### config.mk
export PLATFORM = sky130hd
export DESIGN_NAME = off_on_seq_flat
export DESIGN_NICKNAME = d
export VERILOG_FILES = /design/src/rtl/off_on_pkg.sv /design/src/rtl/off_on_seq_if.sv /design/src/rtl/off_on_seq_seg_timer.sv /design/src/rtl/off_on_seq.sv /design/src/flat_wrapper.sv
export SDC_FILE = /design/constraint.sdc
export NUM_CORES = 1
export LEC_CHECK = 0
export ABC_CLOCK_PERIOD_IN_PS = 6200
export CORE_MARGIN = 2
export CORE_UTILIZATION = 40
export CTS_CLUSTER_DIAMETER = 120
export DETAILED_ROUTE_END_ITERATION = 6
export GPL_ROUTABILITY_DRIVEN = 0
export PLACE_DENSITY = 0.68
export SYNTH_ARGS = -nofsm -noshare
export SYNTH_HDL_FRONTEND = slang
export SYNTH_SLANG_ARGS = --single-unit
### constraint.sdc
create_clock -name clk_sys -period 6.2 [get_ports clk_sys]
set_input_delay 0.93 -clock clk_sys [delete_from_list [all_inputs] [get_ports clk_sys]]
set_output_delay 0.93 -clock clk_sys [all_outputs]
set_load 0.01 [all_outputs]
### src/rtl/off_on_pkg.sv
// Shared types for the NMR gate sequencer:
// state encoding and gate mode constants.
package off_on_pkg;

    typedef enum logic [1:0] {
        ST_IDLE = 2'b00,
        ST_ON   = 2'b01,
        ST_OFF  = 2'b10,
        ST_DONE = 2'b11
    } state_t;

    localparam logic MODE_LEVEL = 1'b0;
    localparam logic MODE_TIMED = 1'b1;

endpackage

### src/rtl/off_on_seq_if.sv
// Control/status bundle between the acquisition
// sequencer (master) and the gate sequencer (slave).
interface off_on_seq_if #(
    parameter int CNT_W = 16,
    parameter int NP_W  = 8
);
    logic             arm;
    logic             stop;
    logic             mode;
    logic [CNT_W-1:0] on_len;
    logic [CNT_W-1:0] off_len;
    logic [NP_W-1:0]  n_pulse;
    logic             off_on;
    logic             state_over;
    logic             done;
    logic             busy;
    logic [NP_W-1:0]  pulse_cnt;

    modport master (
        output arm, stop, mode,
        output on_len, off_len, n_pulse,
        input  off_on, state_over, done,
        input  busy, pulse_cnt
    );

    modport slave (
        input  arm, stop, mode,
        input  on_len, off_len, n_pulse,
        output off_on, state_over, done,
        output busy, pulse_cnt
    );
endinterface

### src/rtl/off_on_seq_seg_timer.sv
// Loadable down-counter timing one ON or OFF
// segment; zero flags the last cycle of a segment.
module seg_timer #(
    parameter int CNT_W = 16
) (
    input  logic             clk_sys,
    input  logic             rst,
    input  logic             i_load,
    input  logic [CNT_W-1:0] i_load_val,
    input  logic             i_en,
    output logic             o_zero
);
    logic [CNT_W-1:0] r_cnt;

    always_ff @(posedge clk_sys) begin
        if (rst) begin
            r_cnt <= '0;
        end else if (i_load) begin
            r_cnt <= i_load_val;
        end else if (i_en && (r_cnt != '0)) begin
            r_cnt <= r_cnt - CNT_W'(1);
        end
    end

    assign o_zero = (r_cnt == '0);
endmodule

### src/rtl/off_on_seq.sv
// Gate sequencer: level gate or timed ON/OFF pulse
// train, with registered gate, completion and count.
module off_on_seq
    import off_on_pkg::*;
#(
    parameter int CNT_W = 16,
    parameter int NP_W  = 8
) (
    input  logic       clk_sys,
    input  logic       rst,
    off_on_seq_if.slave bus
);
    state_t           r_state;
    state_t           w_nxt;
    logic             r_mode;
    logic [CNT_W-1:0] r_on;
    logic [CNT_W-1:0] r_off;
    logic [NP_W-1:0]  r_np;
    logic [NP_W-1:0]  r_pcnt;
    logic             r_off_on;
    logic             r_over;
    logic             r_done;
    logic             r_busy;

    logic             w_ld;
    logic [CNT_W-1:0] w_ld_val;
    logic             w_en;
    logic             w_zero;
    logic             w_inc;
    logic             w_start;
    logic             w_last;
    logic [CNT_W-1:0] w_on_in;
    logic [CNT_W-1:0] w_off_in;
    logic [NP_W-1:0]  w_np_in;
    logic [NP_W:0]    w_pc_nx;

    // Zero-length fields behave as one
    assign w_on_in  = (bus.on_len == '0)
                    ? CNT_W'(1) : bus.on_len;
    assign w_off_in = (bus.off_len == '0)
                    ? CNT_W'(1) : bus.off_len;
    assign w_np_in  = (bus.n_pulse == '0)
                    ? NP_W'(1) : bus.n_pulse;

    assign w_pc_nx = {1'b0, r_pcnt}
                   + {{NP_W{1'b0}}, 1'b1};
    assign w_last  = (w_pc_nx == {1'b0, r_np});

    seg_timer #(.CNT_W(CNT_W)) u_timer (
        .clk_sys    (clk_sys),
        .rst        (rst),
        .i_load     (w_ld),
        .i_load_val (w_ld_val),
        .i_en       (w_en),
        .o_zero     (w_zero)
    );

    always_comb begin
        w_nxt    = r_state;
        w_ld     = 1'b0;
        w_ld_val = '0;
        w_en     = 1'b0;
        w_inc    = 1'b0;
        w_start  = 1'b0;
        if (!bus.arm) begin
            w_nxt = ST_IDLE;
        end else begin
            unique case (r_state)
                ST_IDLE: begin
                    if (bus.stop) begin
                        w_nxt = ST_DONE;
                    end else begin
                        w_nxt    = ST_ON;
                        w_start  = 1'b1;
                        w_ld     = 1'b1;
                        w_ld_val = w_on_in - CNT_W'(1);
                    end
                end
                ST_ON: begin
                    if (bus.stop) begin
                        w_nxt = ST_DONE;
                        w_inc = 1'b1;
                    end else if (r_mode == MODE_TIMED) begin
                        if (w_zero) begin
                            w_inc = 1'b1;
                            if (w_last) begin
                                w_nxt = ST_DONE;
                            end else begin
                                w_nxt    = ST_OFF;
                                w_ld     = 1'b1;
                                w_ld_val = r_off - CNT_W'(1);
                            end
                        end else begin
                            w_en = 1'b1;
                        end
                    end
                end
                ST_OFF: begin
                    if (bus.stop) begin
                        w_nxt = ST_DONE;
                    end else if (w_zero) begin
                        w_nxt    = ST_ON;
                        w_ld     = 1'b1;
                        w_ld_val = r_on - CNT_W'(1);
                    end else begin
                        w_en = 1'b1;
                    end
                end
                ST_DONE: w_nxt = ST_DONE;
                default: w_nxt = ST_IDLE;
            endcase
        end
    end

    always_ff @(posedge clk_sys) begin
        if (rst) begin
            r_state  <= ST_IDLE;
            r_off_on <= 1'b0;
            r_over   <= 1'b1;
            r_done   <= 1'b0;
            r_busy   <= 1'b0;
            r_pcnt   <= '0;
            r_mode   <= MODE_LEVEL;
            r_on     <= CNT_W'(1);
            r_off    <= CNT_W'(1);
            r_np     <= NP_W'(1);
        end else begin
            r_state  <= w_nxt;
            r_off_on <= (w_nxt == ST_ON);
            r_over   <= (w_nxt != ST_DONE);
            r_done   <= (w_nxt == ST_DONE)
                     && (r_state != ST_DONE);
            r_busy   <= (w_nxt == ST_ON)
                     || (w_nxt == ST_OFF);
            if (w_nxt == ST_IDLE) begin
                r_pcnt <= '0;
            end else if (w_inc && !w_pc_nx[NP_W]) begin
                r_pcnt <= w_pc_nx[NP_W-1:0];
            end
            if (w_start) begin
                r_mode <= bus.mode;
                r_on   <= w_on_in;
                r_off  <= w_off_in;
                r_np   <= w_np_in;
            end
        end
    end

    assign bus.off_on     = r_off_on;
    assign bus.state_over = r_over;
    assign bus.done       = r_done;
    assign bus.busy       = r_busy;
    assign bus.pulse_cnt  = r_pcnt;
endmodule

### src/flat_wrapper.sv
// flat-port wrapper written by rule: the top's interface ports become plain ports
module off_on_seq_flat import off_on_pkg::*;
#(
    parameter int CNT_W = 16,
    parameter int NP_W  = 8
)
  (clk_sys, rst, bus_arm, bus_stop, bus_mode, bus_on_len, bus_off_len, bus_n_pulse, bus_off_on, bus_state_over, bus_done, bus_busy, bus_pulse_cnt);
  off_on_seq_if #(.CNT_W(CNT_W), .NP_W(NP_W)) bus_i ();
  input  logic clk_sys;
  input  logic rst;
  input wire logic [$bits(bus_i.arm)-1:0] bus_arm;
  input wire logic [$bits(bus_i.stop)-1:0] bus_stop;
  input wire logic [$bits(bus_i.mode)-1:0] bus_mode;
  input wire logic [$bits(bus_i.on_len)-1:0] bus_on_len;
  input wire logic [$bits(bus_i.off_len)-1:0] bus_off_len;
  input wire logic [$bits(bus_i.n_pulse)-1:0] bus_n_pulse;
  output wire logic [$bits(bus_i.off_on)-1:0] bus_off_on;
  output wire logic [$bits(bus_i.state_over)-1:0] bus_state_over;
  output wire logic [$bits(bus_i.done)-1:0] bus_done;
  output wire logic [$bits(bus_i.busy)-1:0] bus_busy;
  output wire logic [$bits(bus_i.pulse_cnt)-1:0] bus_pulse_cnt;
  assign bus_i.arm = bus_arm;
  assign bus_i.stop = bus_stop;
  assign bus_i.mode = bus_mode;
  assign bus_i.on_len = bus_on_len;
  assign bus_i.off_len = bus_off_len;
  assign bus_i.n_pulse = bus_n_pulse;
  assign bus_off_on = bus_i.off_on;
  assign bus_state_over = bus_i.state_over;
  assign bus_done = bus_i.done;
  assign bus_busy = bus_i.busy;
  assign bus_pulse_cnt = bus_i.pulse_cnt;
  off_on_seq #(.CNT_W(CNT_W), .NP_W(NP_W)) u_core (.clk_sys(clk_sys), .rst(rst), .bus(bus_i));
endmodule
==> run metrics, run 1 <==
Antenna Violating Nets Remaining=0; Finish-stage setup viols=0; post-DR vias/cell=5.63; Stages on worst setup path=10; diodes inserted=0; total nets after synthesis=652; Worst Path Buf+Inv=1; initial antenna violation count=0; Rows=38; number of CTS-inserted buffers=9; Worst path slowest cell=clkdlybuf4s50_1; R2R Path End=u_core.u_timer.r_cnt[8]$_SDFFE_PP0P_; # IOs=57; Data arrival, critical path=3820 ps; largest net degree at the start of global routing=47; switching share of power=26.6%; PortBufs=56; worst-path fanout max=6; Root Driver=clkbuf_16; Logic pwr share=about 18%; Int Pwr=slightly below 1 mW; Sink Count=71; HP Class=register to register; sum of negative setup slack=0 ps; clk buf depth=2; Max stage delay on crit path=about 610 ps; max frequency=279 MHz; Cell Pwr Density=~250 nW/um^2; Vert. Die Dim=110 um; Yosys reg bits=71; Worst-path clk slew=around 60 ps; Critical R2R Launch=u_core.bus.pulse_cnt[0]$_SDFFE_PP0P_; Post-synth EDFFs=0; worst hold endpoint=u_core.r_np[1]$_SDFFE_PP0P_; Post-DP HPWL=slightly below 9 mm; nets@finish=689; gr ovfl total=0; ys flop type=dfxtp_1; overall power=1.36 mW; Clock Skews=5.64 ps; full die area=12,200 um^2; worst-margin pin slew=1090 ps; Critical Path End Type=register; hold path start=u_core.r_np[1]$_SDFFE_PP0P_; maxcap violations=0; synthesized area per cell=approximately 7.6 um^2; vias post-DR=roughly 4,400; Worst setup SP type=input port; Layout area overhead=21.2%; Hold-fix buffers, CTS=0; core area=10,900 um^2; total routed wirelength=around 12 mm; DIE WIDTH=110 um; VDD IR-drop max=roughly 0.00016 V; r2r setup slk=3030 ps; CTS resizes=0; total track usage=21.0%; RSZ-0062 raised after global routing=false; effective utilization at floorplan=between 40% and 50%; Yosys warnings=0; Worst R2R Path Depth=8; period utilisation layout=57.9%; Final Max Tran Viols=0; Fin. Hold Viols=0; first-pass GRT wire length=19.7 mm; clock power share=between 40% and 50%; number of global-route vias before repair=4,051; Slew HR=between 20% and 30%; Post-Syn Area=between 4000 and 5000 um^2; Crit Path Category=input port to register; Crit path required time=6430 ps; post-CTS setup buffer count=0; ys async rst share=0%; DR iter-0 viols=around 330; worst path cell trace=clkdlybuf4s50_1 -> or4_1 -> nor2_1 -> a31oi_1 -> ha_1 -> or3b_2 -> nor3_1 -> xnor2_1 -> o22ai_1 -> o311a_1; layout cells sized above 1=5.65%; Top delay family on crit path=simple AND/OR/NAND/NOR gates; Period minus WS final=around 3600 ps; status=complete, no violations; Leakage=approximately 2.0 nW; Seq pwr share=37.7%; Net Switching=361 uW; Seq/Total Area, Yosys=around a third; synth unique cells=60; Synth Instances=595; latest clock arrival within the worst-skew pair=340 ps; drc violations=0; Hold Path Depth=2; TritonRoute pass-1 iters=5; Routed WL per cell=15.7 um; CTS tree=done; H-tree depth=3
## layer usage
| metal | up-vias | wire length [um] | global-route usage, % |
|---|---|---|---|
| met5 | - | 0 | 0 |
| met4 | 0 | 316 | 8.66 |
| met3 | 29 | 671 | 3.29 |
| met2 | 142 | 5720 | 33.5 |
| met1 | 2027 | 5530 | 28.1 |
| li1 | 2177 | - | - |
## registers in the layout, summed over array words and instances, names as in the netlist
register and flops:
u_core.r_state 2, u_core.r_mode 1, u_core.bus.off_on 1, u_core.u_timer.r_cnt 16
u_core.bus.done 1, u_core.bus.busy 1, u_core.r_np 8, u_core.r_on 16
u_core.r_off 16, u_core.bus.pulse_cnt 8, u_core.bus.state_over 1
## final cells by class
class | instances | area [um^2]
clock buffers | 11 | 243
clock inverters | 5 | 104
fillers | 1039 | 5450
inverters | 17 | 63.8
multi-input cells | 474 | 2900
flip-flops and latches | 71 | 1420
well taps | 140 | 175
repair buffers | 59 | 583
## metrics by stage
| step | hold slack, ps | std cells | setup WS (ps) | instance area, um^2 | utilization (%) |
|---|---|---|---|---|---|
| floorplan | 448 | 595 | 2990 | 4520 | - |
| global placement | 459 | 761 | 2440 | 5140 | 47.0 |
| detailed placement | 464 | 761 | 2340 | 5140 | 47.0 |
| CTS | 472 | 777 | 2640 | 5490 | 50.2 |
| global route | 493 | 777 | 2490 | 5490 | 50.2 |
| finish | 471 | 777 | 2610 | 5490 | 50.2 |
## tightest hold or removal path, cell delays in order (launching register included)
cell and delay (ps):
dfxtp_1 320, nand2_1 50, a21oi_1 50
## Yosys cell counts (2+ instances only)
cell / n / area, um^2
a211oi_1: 2 / 15.0
a21oi_1: 55 / 275
a22oi_1: 2 / 15.0
a2bb2oi_1: 2 / 17.5
and2_1: 5 / 31.3
and4_1: 3 / 26.3
buf_2: 7 / 35.0
buf_4: 2 / 15.0
clkbuf_1: 22 / 82.6
dfxtp_1: 71 / 1420
ha_1: 12 / 150
inv_1: 16 / 60.1
mux2i_1: 3 / 30.0
nand2_1: 108 / 405
nand2b_1: 3 / 18.8
nand3_1: 14 / 70.1
nand3b_1: 3 / 22.5
nand4_1: 4 / 25.0
nor2_1: 45 / 169
nor2b_1: 5 / 31.3
nor3_1: 24 / 120
nor3b_1: 5 / 37.5
nor4_1: 15 / 93.8
nor4_2: 2 / 25.0
o2111ai_1: 2 / 17.5
o211ai_1: 4 / 30.0
o21a_1: 8 / 60.1
o21ai_0: 10 / 50.1
o22ai_1: 8 / 50.1
o311a_1: 9 / 90.1
o31ai_1: 10 / 75.1
or2_2: 4 / 25.0
or3_1: 13 / 81.3
or4_1: 11 / 82.6
or4_4: 2 / 22.5
xnor2_1: 40 / 350
xor2_1: 21 / 184
## worst max path at each step
stage	from	slack, ps	to
6_report	bus_on_len[11]	2610	u_core.u_timer.r_cnt[12]$_SDFFE_PP0P_
5_1_grt	bus_on_len[11]	2490	u_core.u_timer.r_cnt[10]$_SDFFE_PP0P_
4_1_cts	bus_on_len[4]	2640	u_core.u_timer.r_cnt[12]$_SDFFE_PP0P_
3_5_place_dp	bus_on_len[4]	2340	u_core.u_timer.r_cnt[6]$_SDFFE_PP0P_
3_3_place_gp	bus_on_len[5]	2440	u_core.u_timer.r_cnt[6]$_SDFFE_PP0P_
2_1_floorplan	bus_on_len[5]	2990	u_core.u_timer.r_cnt[6]$_SDFFE_PP0P_
## logic make-up (layout without fill, tap and decap cells)
family,Yosys count,after routing,share of synthesized area [%]
fa+ha+maj,12,12,3.32
mux,3,3,0.664
buf+inv,50,92,4.59
flops,71,71,31.4
simple gates,274,274,30.4
compound gates,124,124,17.8
xor+xnor,61,61,11.8
## power groups by stage
stage          registers (mW)  logic (mW)  clock network [mW]
3_5_place_dp            0.519       0.234                   0
4_1_cts                 0.509       0.236               0.612
5_1_grt                 0.514       0.261               0.633
6_report                0.511       0.237               0.609
2_1_floorplan           0.512       0.159                   0
3_3_place_gp            0.518       0.229                   0
## cells in the final DEF, fill, tap and decap left out, types with 14 or more instances in the layout
cell type / Yosys / routed
nand2_1: 108 / 108
dfxtp_1: 71 / 71
clkdlybuf4s50_1: 0 / 56
a21oi_1: 55 / 55
nor2_1: 45 / 45
xnor2_1: 40 / 40
nor3_1: 24 / 24
xor2_1: 21 / 21
inv_1: 16 / 16
nor4_1: 15 / 15
nand3_1: 14 / 14
(Power assumes the default switching activity.)
==> run 2: changes to the inputs <==
Settings changed: ABC_CLOCK_PERIOD_IN_PS 6200 to 3600.
Clock period 6.2 ns to 3.6 ns, I/O delays scaled along.
==> run 2 against run 1 <==
Final area grew 0.62%. Clock skew grew 3.2 ps. Sequential power increased by 72%.
==> run metrics, run 2 (same netlist as run 1, synthesis figures left out) <==
status=complete, no violations; maxcap violations=0; commonest non-fill, non-tap cell in the layout=nand2_1; Post-DP HPWL=around 9.2 mm; Critical Path End Type=register; HP Class=register to register; placed cell areas=5230 um^2; Data arrival, critical path=3360 ps; Finish-stage setup viols=0; post-CTS setup buffer count=0; Antenna Violating Nets Remaining=0; RSZ-0062 raised after global routing=false; Setup WS pre-CTS=265 ps; total routed wirelength=12.4 mm; Period minus WS final=3080 ps; Final Max Tran Viols=0; largest net degree at the start of global routing=42; diodes inserted=0; H-tree depth=3; Worst-path clk slew=50 ps; Fin. Hold Viols=0; drc violations=0; max frequency=roughly 330 MHz; core area=10,900 um^2; period utilisation layout=85.4%; worst path cell trace=ha_1 -> inv_1 -> or3_1 -> o211a_1 -> o21a_1 -> nor3_1 -> o221ai_1 -> ha_1 -> or2_2 -> nor2_1; final hold slack=between 400 and 500 ps; # IOs=57; gr ovfl total=0; VDD IR-drop max=0.000256 V; Sink Count=a little over 70; number of CTS-inserted buffers=9; final instance area=5520 um^2; overall power=roughly 2.2 mW; Slew HR=26.7%; Routed WL per cell=15.7 um; CTS resizes=0; Layout area overhead=22.0%; Crit path required time=~3900 ps; CTS tree=done; latest clock arrival within the worst-skew pair=about 350 ps; Finished Layout Cells=788; Crit Path Category=register to register; nets@finish=701; Cell Pwr Density=396 nW/um^2; final core occ=between 50% and 60%; effective utilization at floorplan=between 40% and 50%; CP dominant cell by count=ha_1; DIE WIDTH=110 um; clk buf depth=2; Hold-fix buffers, CTS=0; PortBufs=56; Worst setup SP type=register; Worst Path Buf+Inv=1; post-DR vias/cell=5.58; worst-path fanout max=10; most frequent cells in the layout=nand2_1, dfxtp_1, clkdlybuf4s50_1; full die area=between 10,000 and 15,000 um^2; vias post-DR=approximately 4,400; Top delay family on crit path=simple AND/OR/NAND/NOR gates; Root Driver=clkbuf_16; Clock Skews=8.84 ps; total track usage=between 20% and 30%; Max stage delay on crit path=490 ps; TritonRoute pass-1 iters=5; worst-margin pin slew=1100 ps; top flop regs=u_core.r_off: 16 flops, u_core.r_on: 16 flops, u_core.u_timer.r_cnt: 16 flops; Leakage=2.01 nW; sum of negative setup slack=0 ps; DR iter-0 viols=around 290; initial antenna violation count=0; number of global-route vias before repair=4,123; placed cells=between 700 and 800; Rows=38; Vert. Die Dim=110 um; layout cells sized above 1=7.10%; Final WS setup=approximately 520 ps; first-pass GRT wire length=20.3 mm; Worst path slowest cell=dfxtp_1
==> run 2: final timing paths <==
kind,from,end,slack [ps],depth (start not counted)
setup / recovery,u_core.bus.pulse_cnt[0]$_SDFFE_PP0P_,u_core.bus.pulse_cnt[6]$_SDFFE_PP0P_,520,10
hold / removal,u_core.r_np[3]$_SDFFE_PP0P_,u_core.r_np[3]$_SDFFE_PP0P_,470,2
setup reg to reg,u_core.bus.pulse_cnt[0]$_SDFFE_PP0P_,u_core.bus.pulse_cnt[6]$_SDFFE_PP0P_,520,10
hold reg to reg,u_core.r_np[3]$_SDFFE_PP0P_,u_core.r_np[3]$_SDFFE_PP0P_,470,2
==> run 2: worst min-delay path: stages (launching register included) <==
cell and delay [ps]:
dfxtp_1 320, nand2_1 50, a21oi_1 50
==> run 2: cell type report <==
cell class	instances	area [um^2]
Inverter	17	63.8
Multi-Input combinational cell	474	2900
Clock buffer	12	246
Fill cell	1067	5420
Sequential cell	71	1420
Tap cell	140	175
Timing Repair Buffer	71	673
Clock inverter	3	43.8
==> run 2: where the power goes <==
| group | internal [mW] | switching [mW] | total [mW] |
|---|---|---|---|
| logic | 0.194 | 0.223 | 0.417 |
| registers | 0.830 | 0.0495 | 0.880 |
| clock network | 0.551 | 0.337 | 0.888 |
| total | 1.58 | 0.609 | 2.18 |
==> run 2: layer usage <==
layer / vias to the layer above / track usage (%) / wire (um)
met5: - / 0 / 0
met4: 0 / 9.82 / 357
met3: 26 / 4.12 / 629
met2: 149 / 34.9 / 5620
met1: 2026 / 28.2 / 5760
li1: 2196 / - / -
==> run 3: changes to the inputs <==
Settings changed: ABC_CLOCK_PERIOD_IN_PS 3600 to 2500, PLACE_DENSITY 0.68 to 0.7.
Clock period 3.6 ns to 2.5 ns, I/O delays scaled along.
==> run 3 against run 2 <==
The flow now finishes with violations (negative setup slack). Flip-flop and latch count stayed put. Non-clock buffer count grew 75. Combinational power rose by 79%. Utilization grew 7.5 points. Global-route usage rose by 1.6 points. Clock skew grew 0.66 ps. Sequential power rose by 43%. Power increased by 51%.
==> run metrics, run 3 (same netlist as run 1, synthesis figures left out) <==
status=finished with violations; violated checks=negative setup slack; worst path cell trace=dlygate4sd2_1 -> or4_4 -> buf_6 -> nor4_4 -> a31oi_4 -> ha_2 -> or3b_4 -> nor3_4 -> xnor2_1 -> o22ai_1 -> o311a_1; met1 Usage GRT=between 20 and 30%; Net Switching=933 uW; placed cells=842; number of global-route vias before repair=4,620; effective utilization at floorplan=about two fifths; Critical R2R Launch=u_core.bus.pulse_cnt[0]$_SDFFE_PP0P_; Worst-path clk slew=50 ps; Crit path required time=2730 ps; Worst R2R Path Depth=8; gr ovfl total=0; Period minus WS final=2500 ps; Critical Path Source=bus_on_len[6]; Sink Count=71; Critical Path Sink=u_core.u_timer.r_cnt[12]$_SDFFE_PP0P_; drc violations=0; total track usage=23.3%; clock power share=39.1%; Logic pwr share=22.7%; Slew HR=58.2%; Hold-fix buffers, CTS=0; latest clock arrival within the worst-skew pair=approximately 350 ps; Fin. Hold Viols=0; Vert. Die Dim=110 um; Antenna Violating Nets Remaining=0; Root Driver=clkbuf_16; max frequency=399 MHz; Layout area overhead=40.1%; # IOs=57; met2 GRT Util=37.6%; DR iter-0 viols=302; largest net degree at the start of global routing=between 40 and 50; most frequent cells in the layout=nand2_1, buf_4, dfxtp_1; fill count=954; Final Max Tran Viols=0; final core occ=between 50% and 60%; overall power=approximately 3.3 mW; Most Crowded Layer GR=met2; hold path start=bus_on_len[7]; Finish-stage setup viols=1; initial antenna violation count=0; Leakage=2.48 nW; post-DR vias/cell=5.48; DIE WIDTH=110 um; Rows=38; Top delay family on crit path=simple AND/OR/NAND/NOR gates; Data arrival, critical path=2730 ps; number of CTS-inserted buffers=9; Clock Skews=9.50 ps; top flop regs=u_core.r_off: 16 flops, u_core.r_on: 16 flops, u_core.u_timer.r_cnt: 16 flops; RSZ-0062 raised after global routing=true; worst-path fanout max=6; period utilisation layout=100%; diodes inserted=0; final hold slack=roughly 430 ps; clk buf depth=2; R2R Path End=u_core.u_timer.r_cnt[8]$_SDFFE_PP0P_; Critical Path End Type=register; vias post-DR=4,731; commonest non-fill, non-tap cell in the layout=nand2_1; Worst Path Buf+Inv=2; final instance area=6340 um^2; PortBufs=56; Int Pwr=2.36 mW; VDD IR-drop max=around 0.00034 V; GRT met3 Usage=4.53%; Cell Pwr Density=about 520 nW/um^2; Final WS setup=-3.87 ps; TritonRoute pass-1 iters=7; H-tree depth=3; Worst setup SP type=input port; r2r setup slk=-4 ps; worst-margin pin slew=between 600 and 700 ps; switching share of power=28.3%; first-pass GRT wire length=21.8 mm; Stages on worst setup path=11; Finished Layout Cells=864; Worst path slowest cell=or4_4; total routed wirelength=roughly 14 mm; Reg area=approximately 1400 um^2; placed cell areas=5790 um^2; Seq pwr share=38.3%; CTS tree=done; full die area=roughly 12,000 um^2; Max stage delay on crit path=440 ps; layout cells sized above 1=23.1%; maxcap violations=0; Routed WL per cell=16.1 um; Post-DP HPWL=9.88 mm; HP Class=input port to register; core area=about 11,000 um^2; Crit Path Category=input port to register; area of the multi-input gates=roughly 3100 um^2; nets@finish=776
## run 3: changes by cell type in the layout (fill, tap and decap cells not counted), moves of 3 or more
| cell | previous run | this run |
|---|---|---|
| clkdlybuf4s50_1 | 56 | 47 |
| nor3_2 | 1 | 4 |
| nor2_2 | 0 | 4 |
| dfxtp_2 | 0 | 6 |
| dfxtp_1 | 71 | 63 |
| dlymetal6s2s_1 | 0 | 5 |
| buf_6 | 0 | 3 |
| buf_4 | 15 | 86 |
| ha_2 | 0 | 4 |
| nor2_1 | 45 | 40 |
| nor3_1 | 24 | 19 |
| ha_1 | 12 | 7 |
| nor4_1 | 15 | 12 |
## run 3: layout make-up
type	count	area share, %
Multi-Input combinational cell	474	49.0
Sequential cell	71	22.7
Timing Repair Buffer	146	19.9
Clock buffer	12	3.89
Tap cell	140	2.76
Inverter	17	1.01
Clock inverter	4	0.711
## run 3: power by group through the flow
stage / combinational [mW] / clock, mW / sequential (mW)
4_1_cts: 0.706 / 1.30 / 1.26
2_1_floorplan: 0.404 / 0 / 1.27
3_5_place_dp: 0.695 / 0 / 1.28
3_3_place_gp: 0.679 / 0 / 1.28
5_1_grt: 0.814 / 1.35 / 1.27
6_report: 0.746 / 1.29 / 1.26
## run 3: worst min path at each step
stage / endpoint / slack (ps) / depth (start not counted)
6_report: u_core.r_on[7]$_SDFFE_PP0P_ / 430 / 4
5_1_grt: u_core.r_on[7]$_SDFFE_PP0P_ / 440 / 4
4_1_cts: u_core.r_on[7]$_SDFFE_PP0P_ / 430 / 4
3_5_place_dp: u_core.r_np[2]$_SDFFE_PP0P_ / 470 / 2
3_3_place_gp: u_core.r_on[15]$_SDFFE_PP0P_ / 460 / 2
2_1_floorplan: u_core.r_np[1]$_SDFFE_PP0P_ / 450 / 2
## run 3: tightest hold or removal path, stage by stage
cell	delay [ps]
buf_2	100
buf_4	130
nand2_1	50
a21oi_1	60
## run 3: layer usage
layer | vias up | wire length, um
met5 | - | 0
met4 | 0 | 430
met3 | 27 | 756
met2 | 140 | 6640
met1 | 2219 | 6110
li1 | 2345 | -
## run 3: repair_timing
item	in CTS	in global routing
setup endpoints to repair	25	26
resized for setup	23	42
gates cloned	0	0
buffers inserted	2	4
pin swaps	11	19
## run 3: per-stage QoR
step | TNS [ps] | setup WS (ps)
after global routing | -1200 | -110
after floorplan | -146 | -55.6
after detailed placement | -6410 | -557
after CTS | -33.6 | -15.8
after global placement | -5480 | -518
final | -3.87 | -3.87
